[config.mk]
export PLATFORM = sky130hd
export DESIGN_NAME = ringosc_freq_meter_flat
export DESIGN_NICKNAME = d
export VERILOG_FILES = /design/src/rtl/ringosc_freq_meter_if.sv /design/src/rtl/ringosc_freq_meter.sv /design/src/flat_wrapper.sv
export SDC_FILE = /design/constraint.sdc
export NUM_CORES = 1
export LEC_CHECK = 0
export ABC_AREA = 1
export BUFFER_PORTS_ARGS = -buffer_cell sky130_fd_sc_hd__buf_2
export CORE_AREA = 5 5 92 94
export DETAILED_ROUTE_END_ITERATION = 8
export DIE_AREA = 0 0 97 99
export MAX_ROUTING_LAYER = met4
export PLACE_DENSITY = 0.7
export SYNTH_ARGS = -nofsm -noshare
export SYNTH_HDL_FRONTEND = slang
export SYNTH_SLANG_ARGS = --single-unit
[constraint.sdc]
create_clock -name clk -period 3.2 [get_ports clk]
set_input_delay 0.16 -clock clk [delete_from_list [all_inputs] [get_ports clk]]
set_output_delay 0.16 -clock clk [all_outputs]
set_load 0.02 [all_outputs]
[src/rtl/ringosc_freq_meter_if.sv]
// Control/result bundle between a host and the ring-oscillator frequency meter.
// The host drives start/gate_len; the meter returns busy/done and the held result.
interface ringosc_freq_meter_if #(
    parameter int CNT_W  = 16,
    parameter int GATE_W = 16
);
    logic              start;
    logic [GATE_W-1:0] gate_len;
    logic              busy;
    logic              done;
    logic [CNT_W-1:0]  count;
    logic              overflow;

    modport master (
        output start, gate_len,
        input  busy, done, count, overflow
    );

    modport slave (
        input  start, gate_len,
        output busy, done, count, overflow
    );
endinterface

[src/rtl/ringosc_freq_meter.sv]
// Gated edge counter for an async ring-oscillator tap; result held until the next done.
// Latency: start seen in cycle T -> done in cycle T+gate_len+1; no backpressure, start ignored while busy.
// RINGOSC_FREQ_AUTORUN_EN: DONE reloads the window and keeps measuring instead of returning to IDLE.
module ringosc_freq_meter #(
    parameter int CNT_W  = 16,
    parameter int GATE_W = 16
) (
    input  logic                clk,
    input  logic                rst_n,
    input  logic                osc_in,
    ringosc_freq_meter_if.slave bus
);
    typedef enum logic [1:0] {
        S_IDLE  = 2'd0,
        S_COUNT = 2'd1,
        S_DONE  = 2'd2
    } state_t;

    state_t            r_state;
    state_t            w_next;
    logic              r_s1;
    logic              r_s2;
    logic              r_s3;
    logic              w_edge;
    logic [GATE_W-1:0] r_gate_rem;
    logic [GATE_W-1:0] w_gate_rem;
    logic [CNT_W-1:0]  r_acc;
    logic [CNT_W-1:0]  w_acc;
    logic [CNT_W-1:0]  r_count;
    logic              r_sat;
    logic              w_sat;
    logic              r_ovf;
    logic              r_busy;
    logic              r_done;

    assign w_edge = r_s2 & ~r_s3;

    always_ff @(posedge clk or negedge rst_n) begin
        if (!rst_n) begin
            r_s1 <= 1'b0;
            r_s2 <= 1'b0;
            r_s3 <= 1'b0;
        end else begin
            r_s1 <= osc_in;
            r_s2 <= r_s1;
            r_s3 <= r_s2;
        end
    end

    always_comb begin
        w_next     = r_state;
        w_gate_rem = r_gate_rem;
        w_acc      = r_acc;
        w_sat      = r_sat;
        case (r_state)
            S_IDLE: begin
                if (bus.start) begin
                    w_gate_rem = bus.gate_len;
                    w_acc      = '0;
                    w_sat      = 1'b0;
                    w_next     = (bus.gate_len != '0) ? S_COUNT : S_DONE;
                end
            end
            S_COUNT: begin
                if (w_edge) begin
                    if (r_acc != '1) begin
                        w_acc = r_acc + CNT_W'(1);
                    end else begin
                        w_sat = 1'b1;
                    end
                end
                w_gate_rem = r_gate_rem - GATE_W'(1);
                if (r_gate_rem == GATE_W'(1)) begin
                    w_next = S_DONE;
                end
            end
            S_DONE: begin
`ifdef RINGOSC_FREQ_AUTORUN_EN
                w_gate_rem = bus.gate_len;
                w_acc      = '0;
                w_sat      = 1'b0;
                w_next     = (bus.gate_len != '0) ? S_COUNT : S_IDLE;
`else
                w_next     = S_IDLE;
`endif
            end
            default: w_next = S_IDLE;
        endcase
    end

    // Result is captured on the edge entering DONE so the final COUNT-cycle edge is included.
    always_ff @(posedge clk or negedge rst_n) begin
        if (!rst_n) begin
            r_state    <= S_IDLE;
            r_gate_rem <= '0;
            r_acc      <= '0;
            r_sat      <= 1'b0;
            r_count    <= '0;
            r_ovf      <= 1'b0;
            r_busy     <= 1'b0;
            r_done     <= 1'b0;
        end else begin
            r_state    <= w_next;
            r_gate_rem <= w_gate_rem;
            r_acc      <= w_acc;
            r_sat      <= w_sat;
            r_busy     <= (w_next != S_IDLE);
            r_done     <= (w_next == S_DONE);
            if (w_next == S_DONE) begin
                r_count <= w_acc;
                r_ovf   <= w_sat;
            end
        end
    end

    assign bus.busy     = r_busy;
    assign bus.done     = r_done;
    assign bus.count    = r_count;
    assign bus.overflow = r_ovf;
endmodule

[src/flat_wrapper.sv]
// flat-port wrapper written by rule: the top's interface ports become plain ports
module ringosc_freq_meter_flat 
#(
    parameter int CNT_W  = 16,
    parameter int GATE_W = 16
)
  (clk, rst_n, osc_in, bus_start, bus_gate_len, bus_busy, bus_done, bus_count, bus_overflow);
  ringosc_freq_meter_if #(.CNT_W(CNT_W), .GATE_W(GATE_W)) bus_i ();
  input  logic clk;
  input  logic rst_n;
  input  logic osc_in;
  input wire logic [$bits(bus_i.start)-1:0] bus_start;
  input wire logic [$bits(bus_i.gate_len)-1:0] bus_gate_len;
  output wire logic [$bits(bus_i.busy)-1:0] bus_busy;
  output wire logic [$bits(bus_i.done)-1:0] bus_done;
  output wire logic [$bits(bus_i.count)-1:0] bus_count;
  output wire logic [$bits(bus_i.overflow)-1:0] bus_overflow;
  assign bus_i.start = bus_start;
  assign bus_i.gate_len = bus_gate_len;
  assign bus_busy = bus_i.busy;
  assign bus_done = bus_i.done;
  assign bus_count = bus_i.count;
  assign bus_overflow = bus_i.overflow;
  ringosc_freq_meter #(.CNT_W(CNT_W), .GATE_W(GATE_W)) u_core (.clk(clk), .rst_n(rst_n), .osc_in(osc_in), .bus(bus_i));
endmodule
==> impl_metrics.env <==
export IMPL_synthTopCellsByCount="nand2_1 (136), dfrtp_1 (57), inv_1 (48)"
export IMPL_yosys_warnings=0
export IMPL_fin_worst_skew_ns=0.00855
export IMPL_cts_tree="yes"
export IMPL_synth_top_family_by_area="simple AND/OR/NAND/NOR gates"
export IMPL_design_area_um2=3750
export IMPL_coreArea_um2=7570
export IMPL_syn_num_nets=451
export IMPL_fin_crit_ns=2.25
export IMPL_cts_made_buffers=9
export IMPL_seq_area_frac_synth=0.430
export IMPL_fp_dieH_um=99
export IMPL_clk_pin_slew_ns=0.07
export IMPL_grt_pass1_vias=2834
export IMPL_first_iter_violations=166
export IMPL_ant_nets=0
export IMPL_required_ns=3.43
export IMPL_gp_congestion=0.902
export IMPL_clkPwrFrac=0.227
export IMPL_p_int_mw=1.55
export IMPL_synth_distinct_cells=42
export IMPL_h_tree_depth=3
export IMPL_wl_per_cell_um=13.3
export IMPL_period_share=0.704
export IMPL_hold_viol=43
export IMPL_worst_pin_slew_ns=0.964
export IMPL_setup_viol=0
export IMPL_synth_area_mux_share=0.00679
export IMPL_io_pins=39
export IMPL_via_count=2892
export IMPL_layout_nets=490
export IMPL_maxSlewHeadroom=0.358
export IMPL_powerDensity_nw_per_um2=705
export IMPL_critical_path_arrival_ns=2.48
export IMPL_ir_drop_v=0.000337
export IMPL_synth_area_top_cells="dfrtp_1 (43%), nand2_1 (15%), nand3_1 (6.2%), inv_1 (5.4%), nor2_1 (3.1%)"
export IMPL_sequentialPowerShare=0.411
export IMPL_max_freq_mhz=444
export IMPL_cp_max_fo=22
export IMPL_num_fill_cells=718
export IMPL_synthArstFlopShare=1.00
export IMPL_synth_top_cell_area_share=0.430
export IMPL_post_dp_hpwl_mm=5.48
export IMPL_drt_pre_antenna_iters=4
export IMPL_critical_path_endpoint_type="flop"
export IMPL_max_stage_delay_ns=0.41
export IMPL_clockBufferDepth=2
export IMPL_io_buffers=38
export IMPL_p_comb_frac=0.362
export IMPL_synth_compound_area_share=0.0781
export IMPL_status="finished with violations"
export IMPL_cp_cell_sequence="nor2_1, nand2_2, inv_1, nand3_1, nand2_2, inv_2, nand2_1, nand2_1"
export IMPL_multi_input_area_um2=1610
export IMPL_hp_class="input port to async pin"
export IMPL_fin_tns_setup_ns=0
export IMPL_antenna_found_initial=0
export IMPL_rsz0062_at_grt="no"
export IMPL_dp_cells=557
export IMPL_p_sw_mw=1.10
export IMPL_synth_edf_count=0
export IMPL_yosys_area_share_simple=0.362
export IMPL_rows=32
export IMPL_place_area_um2=3570
export IMPL_die_w_um=97
export IMPL_maxSlewViolCount=0
export IMPL_die_area_um2=9600
export IMPL_grt_overflow_total=0
export IMPL_synth_cell_area_um2=3320
export IMPL_drv_cap=0
export IMPL_power_leakage_nw=1.86
export IMPL_synth_fa_ha_area_frac=0.0113
export IMPL_violations="negative hold slack"
export IMPL_seq_area_um2=1430
export IMPL_vias_per_cell=5.04
export IMPL_cts_setup_buffers=0
export IMPL_crit_type="flop to flop"
export IMPL_grt_start_max_net_pins=45
export IMPL_grt_first_pass_wirelength_mm=13.2
export IMPL_synth_most_common_cell="nand2_1"
export IMPL_clk_latency_ns=0.34
export IMPL_antenna_cells=0
export IMPL_drc=0
export IMPL_cts_root_buffer="clkbuf_8"
export IMPL_layout_drive_gt1_share=0.216
export IMPL_critPathLaunchType="flop"
export IMPL_cpMaxStageDelayCell="dfrtp_1"
export IMPL_area_delta_synth_final_pct=13.2
export IMPL_finalWirelength_mm=7.64
export IMPL_clock_sinks=57
export IMPL_synth_ff_type="dfrtp_1"
export IMPL_initial_core_util=0.438
export IMPL_grt_use_total=0.171
export IMPL_synth_seq_cells=57
export IMPL_p_sw_frac=0.415
export IMPL_synthXorXnorAreaFrac=0.0291
export IMPL_holdWs_ns=-0.0197
export IMPL_avgSynthCellArea_um2=7.75
export IMPL_synth_area_leader_cell="dfrtp_1"
export IMPL_syn_inst=428
export IMPL_stdcell_count=574
==> cell families after synthesis <==
group,after synthesis
AO/OA/AOI/OAI,37
XOR/XNOR,11
adder cells (fa/ha/maj),3
buffers and inverters,65
flip-flops,57
multiplexers,1
AND/OR/NAND/NOR,254
==> worst paths after layout <==
path	slack (ns)	cells after the start	start	endpoint
max	0.95	8	u_core.r_state[1]	u_core.bus.count[9]
min	-0.02	1	rst_n	u_core.bus.count[1]
max reg2reg	0.95	8	u_core.r_state[1]	u_core.bus.count[9]
min reg2reg	0.35	0	u_core.r_s1	u_core.r_s2
max in group asynchronous	2.47	2	rst_n	u_core.r_s3
min in group clk	0.07	3	bus_gate_len[9]	u_core.r_gate_rem[9]
==> stage by stage <==
step / worst slack (ns) / utilization / power, mW
floorplan: 1.69 / - / 1.81
global placement: 1.09 / 0.472 / 2.00
detailed placement: 0.964 / 0.472 / 2.04
CTS: 0.958 / 0.496 / 2.65
global route: 0.738 / 0.496 / 2.84
finish: 0.946 / 0.496 / 2.64
==> per-layer routing <==
metal / vias to the layer above / routed length [um] / track usage
met5: - / 0 / -
met4: 0 / 146 / 0.0691
met3: 12 / 339 / 0.0333
met2: 81 / 3630 / 0.270
met1: 1355 / 3530 / 0.218
li1: 1444 / - / -
==> placed cells by master (no fill, tap or decap), types with 2 or more instances in the layout <==
cell type    n
a21oi_1      7
a22oi_1      2
a31oi_1      3
buf_2       38
buf_4        2
clkbuf_1     2
clkbuf_8    11
clkinv_2     3
dfrtp_1     57
ha_1         3
inv_1       48
inv_2        3
nand2_1    136
nand2_2      8
nand2_4      3
nand3_1     41
nand3_2      4
nand4_1      7
nor2_1      27
nor2_2      12
nor2_4       2
nor3_1       4
nor3_2       2
o211ai_1     2
o21ai_0      8
o21ai_2      3
o221ai_1     5
or2_2        4
xnor2_1      2
xor2_1       9
==> repair_timing <==
item,in CTS,in global routing
resized for setup,0,0
hold buffers,1,0
hold endpoints to repair,1,0
==> layout make-up <==
class | instances | share of cell area
timing repair buffer | 41 | 0.0574
sequential | 57 | 0.380
multi-input combinational | 306 | 0.430
tap | 102 | 0.0340
clock inverter | 3 | 0.00400
clock buffer | 13 | 0.0423
inverter | 52 | 0.0520
==> power by group through the flow <==
stage                     combinational, mW  clock (mW)  sequential, mW
after global routing                   1.09       0.646            1.11
after global placement                0.919           0            1.08
final                                 0.958       0.600            1.09
after detailed placement              0.949           0            1.09
after CTS                             0.955       0.616            1.08
after floorplan                       0.762           0            1.05
==> registers in the layout (all words and copies together), names as in the netlist <==
name                 cells
u_core.bus.count        16
u_core.r_state           2
u_core.r_gate_rem       16
u_core.r_s2              1
u_core.r_acc            16
u_core.bus.done          1
u_core.bus.overflow      1
u_core.bus.busy          1
u_core.r_s1              1
u_core.r_s3              1
u_core.r_sat             1
==> critical path: cells and delay by family, from the launching register on <==
| kind | cells | cell delay [ns] |
|---|---|---|
| buf+inv | 2 | 0.60 |
| simple gates | 6 | 1.13 |
| flops | 1 | 0.41 |
Note: power is estimated with default switching activity, not from simulation.
